$ cat config.mk
export PLATFORM = sky130hd
export DESIGN_NAME = signed_divider_32by16
export DESIGN_NICKNAME = d
export VERILOG_FILES = /design/src/rtl/arith_pkg.sv /design/src/rtl/twos_abs.sv /design/src/rtl/signed_divider_32by16.sv
export SDC_FILE = /design/constraint.sdc
export NUM_CORES = 1
export LEC_CHECK = 0
export ABC_AREA = 1
export CORE_MARGIN = 10
export CORE_UTILIZATION = 23
export CTS_CLUSTER_SIZE = 14
export DETAILED_ROUTE_END_ITERATION = 6
export PLACE_DENSITY = 0.49
export SYNTH_ARGS = -nofsm -noshare
export SYNTH_HDL_FRONTEND = slang
export SYNTH_SLANG_ARGS = --single-unit
$ cat constraint.sdc
create_clock -name clk -period 2.2 [get_ports clk]
set_input_delay 0.44 -clock clk [delete_from_list [all_inputs] [get_ports clk]]
set_output_delay 0.44 -clock clk [all_outputs]
set_load 0.03 [all_outputs]
$ cat src/rtl/arith_pkg.sv
// Shared arithmetic-datapath definitions: FSM encodings, default operand width,
// and iteration-counter sizing for the shift-and-add/subtract units.
package arith_pkg;

    typedef enum logic [1:0] {
        ST_IDLE = 2'd0,
        ST_LOAD = 2'd1,
        ST_CALC = 2'd2,
        ST_DONE = 2'd3
    } state_t;

    localparam int unsigned DEFAULT_WIDTH = 16;

    // Counter must hold the value 2*w (one iteration per dividend bit)
    function automatic int unsigned iter_width(input int unsigned w);
        return $clog2(2 * w + 1);
    endfunction

endpackage

$ cat src/rtl/twos_abs.sv
// Combinational two's-complement magnitude and sign extraction.
// The most negative value maps to its unsigned magnitude (e.g. 0x8000 -> 0x8000).
module twos_abs
    import arith_pkg::*;
#(
    parameter int unsigned W = DEFAULT_WIDTH
) (
    input  logic [W-1:0] i_x,
    output logic [W-1:0] o_mag_c,
    output logic         o_neg_c
);

    assign o_neg_c = i_x[W-1];
    assign o_mag_c = i_x[W-1] ? -i_x : i_x;

endmodule

$ cat src/rtl/signed_divider_32by16.sv
// Signed restoring divider, 2*WIDTH-bit dividend by WIDTH-bit divisor, one quotient bit per cycle.
// Optional quotient saturation with overflow flag: define DIV_OVF_SATURATE_EN.
module signed_divider_32by16
    import arith_pkg::*;
#(
    parameter int unsigned WIDTH = DEFAULT_WIDTH
) (
    input  logic                 clk,
    input  logic                 rst,
    input  logic                 en,
    input  logic [2*WIDTH-1:0]   N,
    input  logic [WIDTH-1:0]     D,
    output logic [WIDTH-1:0]     Q,
    output logic [WIDTH-1:0]     R,
    output logic                 flag,
    output logic                 busy,
    output logic                 dbz,
    output logic                 ovf
);

    localparam int unsigned NW = 2 * WIDTH;
    localparam int unsigned IW = iter_width(WIDTH);
    localparam int unsigned RW = WIDTH + 1;
    localparam int unsigned TW = WIDTH + 2;

    state_t r_state;
    state_t w_state_nxt;

    logic [NW-1:0]    w_abs_n;
    logic [WIDTH-1:0] w_abs_d;
    logic             w_neg_n;
    logic             w_neg_d;

    logic [NW-1:0]    r_quo;
    logic [RW-1:0]    r_rem;
    logic [WIDTH-1:0] r_abs_d;
    logic             r_sign_q;
    logic             r_sign_r;
    logic [WIDTH-1:0] r_n_low;
    logic [IW-1:0]    r_iter;
    logic [WIDTH-1:0] r_q;
    logic [WIDTH-1:0] r_r;
    logic             r_flag;
    logic             r_busy;
    logic             r_dbz;
    logic             r_ovf;

    logic [NW-1:0]    w_quo_nxt;
    logic [RW-1:0]    w_rem_nxt;
    logic [WIDTH-1:0] w_abs_d_nxt;
    logic             w_sign_q_nxt;
    logic             w_sign_r_nxt;
    logic [WIDTH-1:0] w_n_low_nxt;
    logic [IW-1:0]    w_iter_nxt;
    logic [WIDTH-1:0] w_q_nxt;
    logic [WIDTH-1:0] w_r_nxt;
    logic             w_flag_nxt;
    logic             w_busy_nxt;
    logic             w_dbz_nxt;
    logic             w_ovf_nxt;

    logic [TW-1:0]    w_shift;
    logic [TW-1:0]    w_trial;
    logic             w_ge;
    logic [WIDTH-1:0] w_q_mag;
    logic [WIDTH-1:0] w_q_wrap;
    logic [WIDTH-1:0] w_q_fix;
    logic [WIDTH-1:0] w_r_fix;
    logic             w_ovf_c;

    twos_abs #(.W(NW)) u_abs_n (
        .i_x     (N),
        .o_mag_c (w_abs_n),
        .o_neg_c (w_neg_n)
    );

    twos_abs #(.W(WIDTH)) u_abs_d (
        .i_x     (D),
        .o_mag_c (w_abs_d),
        .o_neg_c (w_neg_d)
    );

    // Restoring step: shift next dividend bit into the partial remainder, subtract if it fits
    assign w_shift = {r_rem, r_quo[NW-1]};
    assign w_trial = w_shift - TW'(r_abs_d);
    assign w_ge    = (w_shift >= TW'(r_abs_d));

    assign w_q_mag  = r_quo[WIDTH-1:0];
    assign w_q_wrap = r_sign_q ? -w_q_mag : w_q_mag;
    assign w_r_fix  = r_sign_r ? -r_rem[WIDTH-1:0] : r_rem[WIDTH-1:0];

`ifdef DIV_OVF_SATURATE_EN
    localparam logic [NW-1:0] LIM_POS = NW'((64'd1 << (WIDTH - 1)) - 64'd1);
    localparam logic [NW-1:0] LIM_NEG = NW'(64'd1 << (WIDTH - 1));

    assign w_ovf_c = r_sign_q ? (r_quo > LIM_NEG) : (r_quo > LIM_POS);
    assign w_q_fix = !w_ovf_c ? w_q_wrap :
                     (r_sign_q ? {1'b1, {(WIDTH-1){1'b0}}} : {1'b0, {(WIDTH-1){1'b1}}});
`else
    assign w_ovf_c = 1'b0;
    assign w_q_fix = w_q_wrap;
`endif

    // State register
    always_ff @(posedge clk) begin
        if (rst) begin
            r_state <= ST_IDLE;
        end else begin
            r_state <= w_state_nxt;
        end
    end

    // Next-state logic; DONE exits only once the result has been presented and en is low
    always_comb begin
        w_state_nxt = r_state;
        case (r_state)
            ST_IDLE: if (en) w_state_nxt = ST_LOAD;
            ST_LOAD: w_state_nxt = (r_abs_d == '0) ? ST_DONE : ST_CALC;
            ST_CALC: if (r_iter <= IW'(1)) w_state_nxt = ST_DONE;
            ST_DONE: if (r_flag && !en) w_state_nxt = ST_IDLE;
            default: w_state_nxt = ST_IDLE;
        endcase
    end

    // Datapath and output next values
    always_comb begin
        w_quo_nxt    = r_quo;
        w_rem_nxt    = r_rem;
        w_abs_d_nxt  = r_abs_d;
        w_sign_q_nxt = r_sign_q;
        w_sign_r_nxt = r_sign_r;
        w_n_low_nxt  = r_n_low;
        w_iter_nxt   = r_iter;
        w_q_nxt      = r_q;
        w_r_nxt      = r_r;
        w_flag_nxt   = r_flag;
        w_dbz_nxt    = r_dbz;
        w_ovf_nxt    = r_ovf;
        w_busy_nxt   = (w_state_nxt != ST_IDLE);
        case (r_state)
            ST_IDLE: begin
                if (en) begin
                    w_quo_nxt    = w_abs_n;
                    w_abs_d_nxt  = w_abs_d;
                    w_sign_q_nxt = w_neg_n ^ w_neg_d;
                    w_sign_r_nxt = w_neg_n;
                    w_n_low_nxt  = N[WIDTH-1:0];
                end
            end
            ST_LOAD: begin
                if (r_abs_d != '0) begin
                    w_rem_nxt  = '0;
                    w_iter_nxt = IW'(NW);
                end
            end
            ST_CALC: begin
                if (r_iter != '0) begin
                    w_quo_nxt  = {r_quo[NW-2:0], w_ge};
                    w_rem_nxt  = RW'(w_ge ? w_trial : w_shift);
                    w_iter_nxt = r_iter - IW'(1);
                end
            end
            ST_DONE: begin
                if (!r_flag) begin
                    w_flag_nxt = 1'b1;
                    if (r_abs_d == '0) begin
                        w_q_nxt   = '1;
                        w_r_nxt   = r_n_low;
                        w_dbz_nxt = 1'b1;
                        w_ovf_nxt = 1'b0;
                    end else begin
                        w_q_nxt   = w_q_fix;
                        w_r_nxt   = w_r_fix;
                        w_dbz_nxt = 1'b0;
                        w_ovf_nxt = w_ovf_c;
                    end
                end else if (!en) begin
                    w_flag_nxt = 1'b0;
                    w_dbz_nxt  = 1'b0;
                    w_ovf_nxt  = 1'b0;
                end
            end
            default: ;
        endcase
    end

    // Datapath and output registers; reset discards any partial result
    always_ff @(posedge clk) begin
        if (rst) begin
            r_quo    <= '0;
            r_rem    <= '0;
            r_abs_d  <= '0;
            r_sign_q <= 1'b0;
            r_sign_r <= 1'b0;
            r_n_low  <= '0;
            r_iter   <= '0;
            r_q      <= '0;
            r_r      <= '0;
            r_flag   <= 1'b0;
            r_busy   <= 1'b0;
            r_dbz    <= 1'b0;
            r_ovf    <= 1'b0;
        end else begin
            r_quo    <= w_quo_nxt;
            r_rem    <= w_rem_nxt;
            r_abs_d  <= w_abs_d_nxt;
            r_sign_q <= w_sign_q_nxt;
            r_sign_r <= w_sign_r_nxt;
            r_n_low  <= w_n_low_nxt;
            r_iter   <= w_iter_nxt;
            r_q      <= w_q_nxt;
            r_r      <= w_r_nxt;
            r_flag   <= w_flag_nxt;
            r_busy   <= w_busy_nxt;
            r_dbz    <= w_dbz_nxt;
            r_ovf    <= w_ovf_nxt;
        end
    end

    assign Q    = r_q;
    assign R    = r_r;
    assign flag = r_flag;
    assign busy = r_busy;
    assign dbz  = r_dbz;
    assign ovf  = r_ovf;

endmodule

== Word-level counts from Yosys, hierarchy flattened ==
Cells that the tools add are included.
Operators by class
  $add $sub $neg: 6
  order comparisons: 2
  equal/unequal tests: 7
  muxes and demuxes: 27
  bitwise gates (word level): 2
  reductions and logical operators: 14
Operator list (number)
  $mux W32: 3
  $mux W16: 5
  $pmux W32 S2: 1
  $mux W17: 3
  $neg A16 Y16: 3
  $pmux W17 S2: 1
  $neg A32 Y32: 1
  $ge A18 B16 Y1: 1
  $sub A17 B16 Y17: 1
  $logic_not A16 Y1: 1
  $reduce_bool A16 Y1: 1
  $mux W6: 2
  $pmux W6 S2: 1
  $ne A2 B2 Y1 const B: 4
  $pmux W2 S4: 1
  $mux W1: 7
  $le A6 B1 Y1 const B: 1
  $mux W2: 3
  $reduce_and A2 Y1: 3
  $reduce_and A3 Y1: 2
  $reduce_bool A2 Y1: 3
  $reduce_bool A6 Y1: 1
  $sub A6 B1 Y6 const B: 1
  $eq A2 B2 Y1 const B: 2
  6 further kinds: 6
Storage, ports and cells
  flip-flop bits (word level): 127
  output and inout bits: 36

== Logic depth before layout (Yosys ltp) ==
  depth in word-level cells: 5
  mapped depth: 14
  depth with buffers taken out: 14

== Hierarchy ==
Synthesis repeated with hierarchy kept, for this count alone.
Unflattened totals
  cells, all modules: 1329
  area, all modules: 8340.5 µm²
By module, submodules not included
  signed_divider_32by16: instances 1, cells an instance 1014, area each 6865.3 µm², sequential area each 2522.4 µm²
  twos_abs at u_abs_n: instances 1, cells an instance 220, area each 1022.2 µm², sequential area each 0.0 µm²
  twos_abs at u_abs_d: instances 1, cells an instance 95, area each 452.9 µm², sequential area each 0.0 µm²

== Worst setup path before layout ==
No wires, ideal clock.
  path type: register -> register
  start point: register r_quo[31]
  end point: register r_rem[7]
  library setup time: 0.071 ns
  arrival: 1.777 ns
  path slack: 0.352 ns
  cell stages (with the launch flop): 13
  path buffers: 1
  period minus slack after synthesis: 1.848 ns
  cell sequence: dfxtp_1 inv_1 ha_1 inv_1 fa_1 nand3_1 nand3_2 nand2_4 nand2_8 buf_12 nand2_2 nand3_2 a21oi_2
On the way
  longest elaborated chain between the ends: 4
  elaborated cells on any way between the ends: 5
  classes of those cells: add/sub: 1; order compare: 1; mux: 3
RTL lines
  from (decl): line signed_divider_32by16.sv:34  | logic [NW-1:0] r_quo;
  from (signal assigned): line signed_divider_32by16.sv:204  | r_quo <= w_quo_nxt;
  $sub A17 B16 Y17 or $ge A18 B16 Y1 (tied branches): line signed_divider_32by16.sv:85, signed_divider_32by16.sv:86
  $mux W17 (*): line signed_divider_32by16.sv:159  | w_rem_nxt = RW'(w_ge ? w_trial : w_shift);
  $mux W17 (*): line signed_divider_32by16.sv:157  | if (r_iter != '0) begin
  $pmux W17 S2 (*): line signed_divider_32by16.sv:140  | case (r_state)
  to (signal assigned): line signed_divider_32by16.sv:205  | r_rem <= w_rem_nxt;
  to (decl): line signed_divider_32by16.sv:35  | logic [RW-1:0] r_rem;
Mark *: on every way between the ends. The rest lies on a longest branch, timed or not. The select of a mux whose other input is x is not followed.
A chain may end at the register's enable or synchronous reset.

== Worst setup path after layout ==
  start point: register r_abs_d[9]
  end point: register r_rem[15]
On the way
  longest elaborated chain between the ends: 4
  elaborated cells on any way between the ends: 8
  classes of those cells: add/sub: 1; order compare: 1; eq/ne: 1; mux: 3; reduce/logical: 2
RTL lines
  from (decl): line signed_divider_32by16.sv:36  | logic [WIDTH-1:0] r_abs_d;
  from (signal assigned): line signed_divider_32by16.sv:206  | r_abs_d <= w_abs_d_nxt;
  $sub A17 B16 Y17 or $ge A18 B16 Y1 (tied branches): line signed_divider_32by16.sv:85, signed_divider_32by16.sv:86
  $mux W17: line signed_divider_32by16.sv:159
  $mux W17: line signed_divider_32by16.sv:157
  $pmux W17 S2: line signed_divider_32by16.sv:140
Parallel ways exist; a longest one is shown, timed or not. The select of a mux whose other input is x is not followed.

==> flow_summary_export.csv <==
group,metric,value,unit
run_status,status,"finished, final reports clean",
place,numPortBuffers,85,
yosys,syn_area_per_cell,6.41,um2
hold_path,hp-class,"reg -> reg",
finish,diodes,0,
route,drt_iter0_drc,645,
sta,rsz0062_at_grt,"no",
route,drt-pass1-iter-count,5,
finish,drive_gt1_share,14.6,%
job,cap_violations,0,
cts,ctsHoldBuffers,0,
finish,register_area,2520,um2
yosys,synth-edff-count,0,
cts,cts_max_level,4,
global_route,grt_pass1_vias,8728,
critical_path,worst-path-buf-inv,1,
finish,area_growth,29.7,%
die,die_x,211,um
cts,cts_tree,"done",
yosys,synth_warnings,0,
finish,nNetsFinal,1530,
cts,clock_latency,0.43,ns
place,place_inst,1905,
sta,max-slew-margin-rel,64.4,%
critical_path,slowest_stage,"dfxtp_1",
cts,clkSlewWorstSetupHoldPaths,0.07,ns
die,rows,70,
yosys,postSynthCellCount,1314,
pwr,vdd_ir_drop_max,0.436,mV
yosys,synth_nets,1388,
global_route,grt_use_total,13.3,%
critical_path,critPathArrivalTime,2.32,ns
critical_path,crit_family,"simple AND/OR/NAND/NOR gates",
die,ios,87,
die,die_y,211,um
sta,tightest_slew,0.531,ns
yosys,ys_seq_area_share,29.9,%
die,dieArea,44700,um2
sta,clock_skew,0.0118,ns
global_route,grt_first_pass_wirelength,47500,um
critical_path,cp_max_fo,18,
sta,slew_viol_final,0,
place,hpwl,23500,um
critical_path,endpoint_kind,"register",
route,ant_nets,0,
yosys,netlist_top_cells_count,"282 x nand2_1, 158 x inv_1, 139 x nor2_1, 130 x a21oi_1, 126 x dfxtp_1",
cts,cts_made_buffers,17,
yosys,synth_ff_type,"dfxtp_1",
cts,cts.sinks,126,
sta,setup_ws,0.164,ns
global_route,grt_overflow_total,0,
critical_path,critPathRequiredTime,2.48,ns
sta,hold_viol,0,
yosys,async_flop_share,0,%
sta,fin_crit_sh,92.5,%
route,drc,0,
global_route,antenna_found_initial,0,
finish,design_area,10900,um2
cts,cts-root-buf,"clkbuf_16",
die,core-area,36300,um2
yosys,synth_most_common_cell,"nand2_1",
pwr,leakage,4.98,nW
route,wl_per_cell,15.2,um
sta,clock.fmax,491,MHz
finish,multi_input_comb_area,4980,um2
yosys,ys_ff_latch,126,
pwr,p_per_area,857,nW/um2
sta,setup_viol,0,
place,place.gp.congestion,0.918,
critical_path,crit_top_cell,"nand2_1",
route,viasPerCell,4.61,
yosys,yosysTopAreaCell,"dfxtp_1",
yosys,synthTopCellsByArea,"dfxtp_1 30%, nand2_1 13%, a21oi_1 7.7%, inv_1 7.0%, nand3_1 7.0%",
critical_path,critPathKind,"reg -> reg",
yosys,syn_area,8430,um2
critical_path,critPathLaunchType,"register",
route,routed_wl,29500,um
place,placed_cell_area,10300,um2
place,post-place-ws,-0.0420,ns
finish,fin_cells,1937,
global_route,grt_max_degree,48,
sta,period_minus_slack,2.04,ns
critical_path,slowest_delay,0.33,ns
critical_path,path_cells,"inv_1 > ha_1 > nand2_2 > nor2_1 > nand2_1 > nand3_2 > nand2_4 > nand2_8 > nand3_1 > nand2_1 > a21oi_1",
cts,post-cts-setup-buffers,0,
cts,clockBufferDepth,2,
yosys,synth_top_area_share,29.9,%
route,via_count,8924,
die,start_util,23.2,%
cts,cts_resized,0,
finish,nFillCells,3970,
yosys,synthDistinctLibCells,47,
## report_power, final
group          leakage [nW]  switching (mW)  internal (mW)
Combinational          3.66            2.31           1.39
Sequential             1.03           0.245           2.58
Clock                 0.286            1.21           1.63
## cell usage in the layout, fill, tap and decap left out, drive strengths merged, types with 2 or more instances in the layout
master,count
nand3b,3
inv,178
o221ai,6
a21oi,142
nand4,13
clkdlybuf4s50,84
nand3,139
nor2,145
clkinv,6
a31oi,11
o21ai,101
xor2,14
buf,93
a22oi,5
nand2,305
o21bai,2
o31ai,2
xnor2,13
dfxtp,126
or2,6
nor3,13
o211ai,10
clkbuf,18
a211oi,3
ha,22
## area by class of cell
type                       instances  share of cell area, %
clock buffer                      18                   4.02
tap                              468                   5.36
multi-input combinational        962                   45.5
clock inverter                    14                   1.33
sequential                       126                   23.1
inverter                         172                   5.93
timing repair buffer             177                   14.7
## worst reg2reg max path: stages, from the launching register on
cell	delay, ns
dfxtp_1	0.33
inv_1	0.08
ha_1	0.33
nand2_2	0.12
nor2_1	0.19
nand2_1	0.17
nand3_2	0.13
nand2_4	0.09
nand2_8	0.18
nand3_1	0.14
nand2_1	0.09
a21oi_1	0.06
## kinds of logic (layout without fill, tap and decap cells)
| family | Yosys count | count (layout) | synth area share [%] |
|---|---|---|---|
| buffers and inverters | 226 | 381 | 11.3 |
| and+or+nand+nor | 627 | 627 | 33.8 |
| adders and majority gates | 23 | 23 | 3.50 |
| DFF | 126 | 126 | 29.9 |
| xor gates and xnor gates | 27 | 27 | 2.81 |
| AOI/OAI and AO/OA | 284 | 284 | 18.6 |
| other | 1 | 1 | 0.0445 |
## flip-flops by register name, summed over array words and instances, names as in the netlist, 2 cells and up
signal,flops
r_quo,32
r_state,2
r_n_low,16
r_abs_d,16
r_rem,17
R,16
Q,16
r_iter,6
## metal layers
metal  share of wire (%)  track usage, %  up-vias
met3                 5.1            2.41       24
met5                   0               0        -
met1                  50            18.6     4126
met4                 1.0            2.95        0
met2                  44            20.8      184
li1                    -               -     4590
## stage by stage
stage                     total power [mW]  TNS, ns  hold slack (ns)  utilization (%)
after floorplan                       5.40        0            0.425                -
final                                 9.36        0            0.466             30.1
after global routing                  9.98        0            0.485             30.1
after detailed placement              6.55   -0.127            0.455             28.4
after CTS                             9.41        0            0.464             30.0
after global placement                6.52  -0.0437            0.451             28.4
## path summary, 6_finish.rpt
kind                                         startpoint                     end  slack [ns]  cells after the start
worst max register to register  r_abs_d[9]$_SDFFE_PP0P_  r_rem[15]$_SDFFE_PP0P_        0.16                     11
worst min register to register   r_quo[29]$_SDFFE_PP0P_  r_quo[29]$_SDFFE_PP0P_        0.47                      2
worst max-delay path            r_abs_d[9]$_SDFFE_PP0P_  r_rem[15]$_SDFFE_PP0P_        0.16                     11
worst min-delay path             r_quo[29]$_SDFFE_PP0P_  r_quo[29]$_SDFFE_PP0P_        0.47                      2
Note: power is estimated with default switching activity, not from simulation.
